--- src/rtl/prio_arb_reg.sv ---
// Registered N-channel arbiter: captures the winning channel's data into a one-word output
// holding register, with fixed-priority or round-robin selection and a capture counter.
module prio_arb_reg #(
  parameter int unsigned N_CH = 4,
  parameter int unsigned DW   = 8,
  parameter int unsigned MODE = 0,
  localparam int unsigned CW  = (N_CH > 2) ? $clog2(N_CH) : 1
) (
  input  logic               clk,
  input  logic               rst_n,
  input  logic [N_CH-1:0]    req,
  input  logic [N_CH*DW-1:0] din,
  input  logic               out_ready,
  output logic               out_valid,
  output logic [DW-1:0]      out_data,
  output logic [CW-1:0]      out_ch,
  output logic [N_CH-1:0]    gnt,
  output logic [15:0]        gnt_cnt
);

  typedef enum logic [0:0] {StIdle, StHold} state_e;

  state_e        state_q;
  logic [CW-1:0] last_q;
  logic [CW-1:0] win;
  logic          capture;

  // Scan from the far end so the nearest candidate is the one left standing.
  always_comb begin
    win = '0;
    if (MODE == 0) begin
      for (int i = int'(N_CH) - 1; i >= 0; i--) begin
        if (req[i]) win = CW'(i);
      end
    end else begin
      for (int k = int'(N_CH); k >= 1; k--) begin
        int idx;
        idx = (int'(last_q) + k) % int'(N_CH);
        if (req[idx]) win = CW'(idx);
      end
    end
  end

  // In IDLE out_ready is irrelevant; in HOLD a new word may replace the old one only on accept.
  assign capture = (|req) && ((state_q == StIdle) || out_ready);

  always_ff @(posedge clk or negedge rst_n) begin
    if (!rst_n) begin
      state_q   <= StIdle;
      last_q    <= CW'(N_CH - 1);
      out_valid <= 1'b0;
      out_data  <= '0;
      out_ch    <= '0;
      gnt       <= '0;
      gnt_cnt   <= '0;
    end else if (capture) begin
      state_q   <= StHold;
      last_q    <= win;
      out_valid <= 1'b1;
      out_data  <= din[DW*int'(win) +: DW];
      out_ch    <= win;
      gnt       <= N_CH'(1) << win;
      gnt_cnt   <= gnt_cnt + 16'd1;
    end else begin
      gnt <= '0;
      if (state_q == StHold && out_ready) begin
        state_q   <= StIdle;
        out_valid <= 1'b0;
      end
    end
  end

endmodule

--- config.mk ---
export PLATFORM = sky130hd
export DESIGN_NAME = prio_arb_reg
export DESIGN_NICKNAME = d
export VERILOG_FILES = /design/src/rtl/prio_arb_reg.sv
export SDC_FILE = /design/constraint.sdc
export NUM_CORES = 1
export LEC_CHECK = 0
export CORE_MARGIN = 3
export CORE_UTILIZATION = 44
export DETAILED_ROUTE_END_ITERATION = 8
export PLACE_DENSITY = 0.91
export SYNTH_ARGS = -nofsm -noshare
export SYNTH_HDL_FRONTEND = slang
export SYNTH_SLANG_ARGS = --single-unit
--- constraint.sdc ---
create_clock -name clk -period 4.8 [get_ports clk]
set_input_delay 0.48 -clock clk [delete_from_list [all_inputs] [get_ports clk]]
set_output_delay 0.48 -clock clk [all_outputs]
set_load 0.005 [all_outputs]
==> results of run 1 <==
## worst max-delay path, cell delays in order
cell,delay (ps)
clkdlybuf4s50_1,660
nor2_2,350
a21o_1,650
nor4_1,170
xor2_1,180
## Yosys cell counts
library cell and number:
nor2_1 9, clkbuf_1 3, nand3_1 4, o22a_1 1
o21ai_0 1, dfrtp_1 31, nand2_1 18, nor3_1 7
xor2_1 6, or3b_1 1, ha_1 1, o22ai_1 7
nand2b_1 16, and2_1 1, o221ai_1 1, nor3b_1 1
nor2b_1 2, nor2_2 1, nor4_1 3, a21o_1 1
o31ai_1 7, xnor2_1 9, nand4_2 1, a2111oi_4 1
or2_2 2, nand4_1 4, buf_2 3, inv_1 4
and3_1 3, a21oi_1 10
## final timing paths
path / endpoint / slack [ps]
max: gnt_cnt[12]$_DFFE_PN0P_ / 2520
min: gnt_cnt[15]$_DFFE_PN0P_ / 480
max reg2reg: gnt_cnt[12]$_DFFE_PN0P_ / 2870
min reg2reg: gnt_cnt[15]$_DFFE_PN0P_ / 480
max in group asynchronous: out_data[4]$_DFFE_PN0P_ / 4010
min in group asynchronous: gnt_cnt[4]$_DFFE_PN0P_ / 520
## cell type report
class	count	area (µm²)
well taps	44	55.05
inverters	4	15.01
multi-input cells	118	733.2
fillers	270	869.6
flip-flops and latches	31	775.7
clock buffers	6	51.30
clock inverters	1	5.005
repair buffers	70	698.2
## routing by layer
layer	up-vias	global-route usage, %	wire length, µm
li1	694	-	-
met1	664	23.15	1502
met2	52	32.24	1923
met3	9	4.786	255
met4	0	9.845	89
met5	-	0	0
## state kept, by name, summed over array words and instances, names as in the netlist
register and count:
out_data 8, state_q 1, gnt_cnt 16, out_ch 2
gnt 4
## metrics by stage
step | util, % | setup WS, ps | power, mW | hold WS (ps)
2_1_floorplan | - | 3152 | 0.4867 | 184.4
3_3_place_gp | 71.09 | 2217 | 0.6523 | 457.2
3_5_place_dp | 71.09 | 2166 | 0.6654 | 468.5
4_1_cts | 72.85 | 2506 | 0.8189 | 480.6
5_1_grt | 72.85 | 2322 | 0.8625 | 498.1
6_report | 72.85 | 2517 | 0.8094 | 475.9
## layout by cell type, fill, tap and decap left out
cell type	instances
xnor2_1	9
ha_1	1
nand2b_1	16
o21ai_0	1
a21o_1	1
o22a_1	1
clkbuf_4	5
or2_2	2
nor3_1	7
nor2_1	9
inv_1	4
a21oi_1	10
clkbuf_8	1
xor2_1	6
o31ai_1	7
nand2_1	18
buf_4	1
clkdlybuf4s50_1	69
dfrtp_1	31
nand4_2	1
or3b_1	1
and2_1	1
nand3_1	4
nor4_1	3
a2111oi_4	1
clkinv_2	1
and3_1	3
nor2_2	1
o221ai_1	1
nor3b_1	1
nor2b_1	2
nand4_1	4
o22ai_1	7
## power by group
group / switching, mW / internal [mW]
Combinational: 0.107 / 0.169
Sequential: 0.0666 / 0.313
Clock: 0.0851 / 0.0677
## kinds of logic after synthesis
kind of cell | count (synthesis) | synth area share, %
xor gates and xnor gates | 15 | 8.475
AOI/OAI and AO/OA | 29 | 13.16
buffers and inverters | 10 | 2.663
and+or+nand+nor | 73 | 24.86
DFF | 31 | 50.04
adders and majority gates | 1 | 0.8070
==> results.yml, run 1 <==
synthesis:
  ys_types: 30
  syn_nets: 199
  syn_avg_cell_area_um2: 9.750
  ys_ff_latch: 31
  seq_area_frac_synth_pct: 50.04
  synth_top_area_share_pct: 50.04
  yosysWarnings: 0
  synth.area.top_cells: "dfrtp_1, nand2b_1, xnor2_1, nand2_1, o31ai_1"
  netlist_area_mm2: 0.001550
  synth_area_leader_cell: "dfrtp_1"
  synth_cells: 159
setup_path:
  cp-end-kind: "flip-flop"
  ff2ff_path_depth: 4
  r2r_start: "state_q$_DFFE_PN0P_"
  crit_type: "primary input to flip-flop"
  arrival_ps: 2490
  crit_required_ps: 5010
  crit_path_start: "req[2]"
  cp-start-kind: "primary input"
  critPathMaxFanout: 26
routing:
  drt-pass1-iter-count: 4
  wl_per_cell_um: 13.76
  vias_per_cell: 5.179
  ant_nets: 0
  drc: 0
  vias: 1419
  drtIter0Drc: 67
  wl_mm: 3.771
place:
  io_buffers: 69
  dp.cells: 267
  dp_hpwl_mm: 2.922
  gp_congestion: 0.7935
  dpl_cell_area_mm2: 0.002277
timing:
  fin_crit_sh_pct: 47.56
  maxSlewViolCount: 0
  hold_violations: 0
  slew_headroom_pct: 50.26
  finalClockSkew_ps: 3.015
  worst_pin_slew_ps: 746.1
  fin_crit_ps: 2283
  grt_setup_unrepaired: "false"
  fmax_mhz: 438.1
  tns_ps: 0
  setup_viol: 0
die:
  rows: 20
  die_w_um: 65.36
  core_mm2: 0.003203
  die_y_um: 65.36
  start_util_pct: 48.40
  io_pins: 70
  dieArea_mm2: 0.004271
clock_tree:
  holdBufCountCts: 0
  cts_buffers: 5
  cts_tree: "built"
  path_clk_slew_ps: 90
  cts-resized-gates: 0
  cts.sinks: 31
  clock_latency_ps: 330
  root_buffer: "clkbuf_4"
  cts_setup_buffers: 0
  htreeDepth: 2
  cts.path.max_buffers: 2
global_routing:
  grt_pass1_wl_mm: 6.320
  grt-ovfl-total: 0
  grt_use_total_pct: 19.37
  grt_pass1_vias: 1382
  grt_max_degree: 32
  grt_antenna_before_repair: 0
outcome:
  status: "complete, no violations"
final_layout:
  design_area_mm2: 0.002333
  final_nets: 270
  area_growth_pct: 50.52
  final_layout_size_suffix_gt1_share_pct: 5.652
  finalNonFillerCells: 274
  diodes: 0
min_path:
  hold_path_class: "flip-flop to flip-flop"
  whs_path_depth: 1
  hold_start: "gnt_cnt[15]$_DFFE_PN0P_"
pwr:
  power_density_mw_per_mm2: 346.9
  irDropWorstVdd_mv: 0.2999
  p_leak_nw: 0.9152
flow_run:
  cap_violations: 0
(Power assumes the default switching activity.)
==> run 2, diff against run 1 <==
--- a/config.mk
+++ b/config.mk
@@ -6,9 +6,9 @@
 export NUM_CORES = 1
 export LEC_CHECK = 0
 export CORE_MARGIN = 3
-export CORE_UTILIZATION = 44
+export CORE_UTILIZATION = 37
 export DETAILED_ROUTE_END_ITERATION = 8
-export PLACE_DENSITY = 0.91
+export PLACE_DENSITY = 0.82
 export SYNTH_ARGS = -nofsm -noshare
 export SYNTH_HDL_FRONTEND = slang
 export SYNTH_SLANG_ARGS = --single-unit
==> constraint.sdc (replaced) <==
create_clock -name clk -period 2 [get_ports clk]
set_input_delay 0.2 -clock clk [delete_from_list [all_inputs] [get_ports clk]]
set_output_delay 0.2 -clock clk [all_outputs]
set_load 0.005 [all_outputs]
==> run 2 against run 1 <==
Sequential power increased by 140%. Critical path depth decreased by 1. Non-clock buffer count increased by 8. Flip-flop and latch count unchanged. Power increased to 2.7 times the previous value. Clock-buffer cell count unchanged. First-iteration DRC count decreased by 15%. Utilization decreased by 8.7 points. Via count unchanged. Critical endpoint is now gnt_cnt[15]$_DFFE_PN0P_. Largest power group unchanged. Highest routed layer unchanged.
==> results.yml, run 2 (synthesized netlist as in run 1, its figures left out) <==
clock_tree:
  cts.sinks: 31
  root_buffer: "clkbuf_8"
  cts-resized-gates: 0
  path_clk_slew_ps: 70
  cts.path.max_buffers: 2
  holdBufCountCts: 0
  cts_setup_buffers: 0
  cts_tree: "built"
  cts_buffers: 5
  clock_latency_ps: 280
  htreeDepth: 2
setup_path:
  crit_type: "flip-flop to flip-flop"
  cp_cell_sequence: "nand4_2 > a2111oi_4 > or3b_1 > xnor2_1"
  r2r_start: "gnt_cnt[4]$_DFFE_PN0P_"
  cp-start-kind: "flip-flop"
  crit_path_start: "gnt_cnt[4]$_DFFE_PN0P_"
  critPathSlowestCell: "dfrtp_1"
  cp-end-kind: "flip-flop"
  crit_required_ps: 2170
  arrival_ps: 1810
  r2r_slack_ps: 360
  critPathMaxFanout: 5
  slowest_delay_ps: 430
die:
  start_util_pct: 40.23
  die_y_um: 70.73
  io_pins: 70
  die_w_um: 70.73
  dieArea_mm2: 0.005003
  rows: 22
  core_mm2: 0.003854
timing:
  fin_crit_sh_pct: 82.21
  tns_ps: 0
  slew_headroom_pct: 67.31
  setup_viol: 0
  fmax_mhz: 608.2
  worst_pin_slew_ps: 489.4
  grt_setup_unrepaired: "false"
  worst_slack_ps: 355.8
  finalClockSkew_ps: 5.506
  fin_crit_ps: 1644
  maxSlewViolCount: 0
  hold_violations: 0
  whs_ps: 307.1
pwr:
  finalPower_mw: 2.217
  p_leak_nw: 0.9868
  power_density_mw_per_mm2: 896.6
  irDropWorstVdd_mv: 0.3810
final_layout:
  regArea_um2: 775.7
  multi_input_area_um2: 733.2
  final_cell_mix: "clkdlybuf4s50_1, dfrtp_1, nand2_1"
  finalNonFillerCells: 287
  area_growth_pct: 59.48
  utilization_pct: 64.16
  final_common_cell: "clkdlybuf4s50_1"
  nFillCells: 337
  diodes: 0
  final_layout_size_suffix_gt1_share_pct: 9.205
  largest_reg_flops: 16
  largest_register: "gnt_cnt"
  final_nets: 278
  design_area_mm2: 0.002472
  reg.largest.list: "gnt_cnt: 16 flops, out_data: 8 flops, gnt: 4 flops"
global_routing:
  grt-ovfl-total: 0
  grt_antenna_before_repair: 0
  grt_pass1_wl_mm: 6.430
  grt_max_degree: 32
  grt_pass1_vias: 1375
  grt_use_total_pct: 16.09
outcome:
  status: "complete, no violations"
routing:
  wl_per_cell_um: 13.38
  drc: 0
  ant_nets: 0
  drtIter0Drc: 57
  drt-pass1-iter-count: 4
  vias_per_cell: 4.944
  wl_mm: 3.841
  vias: 1419
place:
  dpl_cell_area_mm2: 0.002355
  dp_slack_ps: 118.4
  dp_hpwl_mm: 2.975
  dp.cells: 279
  gp_congestion: 0.7311
  io_buffers: 69
min_path:
  hold_path_class: "primary input to asynchronous set/reset pin"
flow_run:
  cap_violations: 0
## run 2: metal layers
layer	track usage [%]	wire (µm)
met1	19.89	1588
met2	26.78	1984
met3	3.835	211
met4	6.889	56
met5	0	0
## run 2: final timing paths
check | to | cells past startpoint
hold reg to reg | gnt_cnt[15]$_DFFE_PN0P_ | 1
min in group clk | gnt_cnt[15]$_DFFE_PN0P_ | 1
setup / recovery | gnt_cnt[15]$_DFFE_PN0P_ | 4
setup reg to reg | gnt_cnt[15]$_DFFE_PN0P_ | 4
hold / removal | gnt_cnt[13]$_DFFE_PN0P_ | 2
max in group asynchronous | out_data[2]$_DFFE_PN0P_ | 2
## run 2: critical path, delay by kind of cell, from the launching register on
| kind | cells | cell delay [ps] |
|---|---|---|
| and+or+nand+nor | 2 | 600 |
| DFF | 1 | 430 |
| AOI/OAI and AO/OA | 1 | 380 |
| xor gates and xnor gates | 1 | 130 |
## run 2: cell type report
type	instances	share of cell area (%)
sequential	31	31.38
timing repair buffer	78	31.17
multi-input combinational	118	29.66
clock buffer	6	3.340
tap	48	2.429
clock inverter	2	1.417
inverter	4	0.6073
## run 2: where the power goes
part	leakage (nW)	switching (mW)	internal (mW)
Combinational	0.558	0.261	0.421
Clock	0.0612	0.225	0.403
Sequential	0.367	0.154	0.754
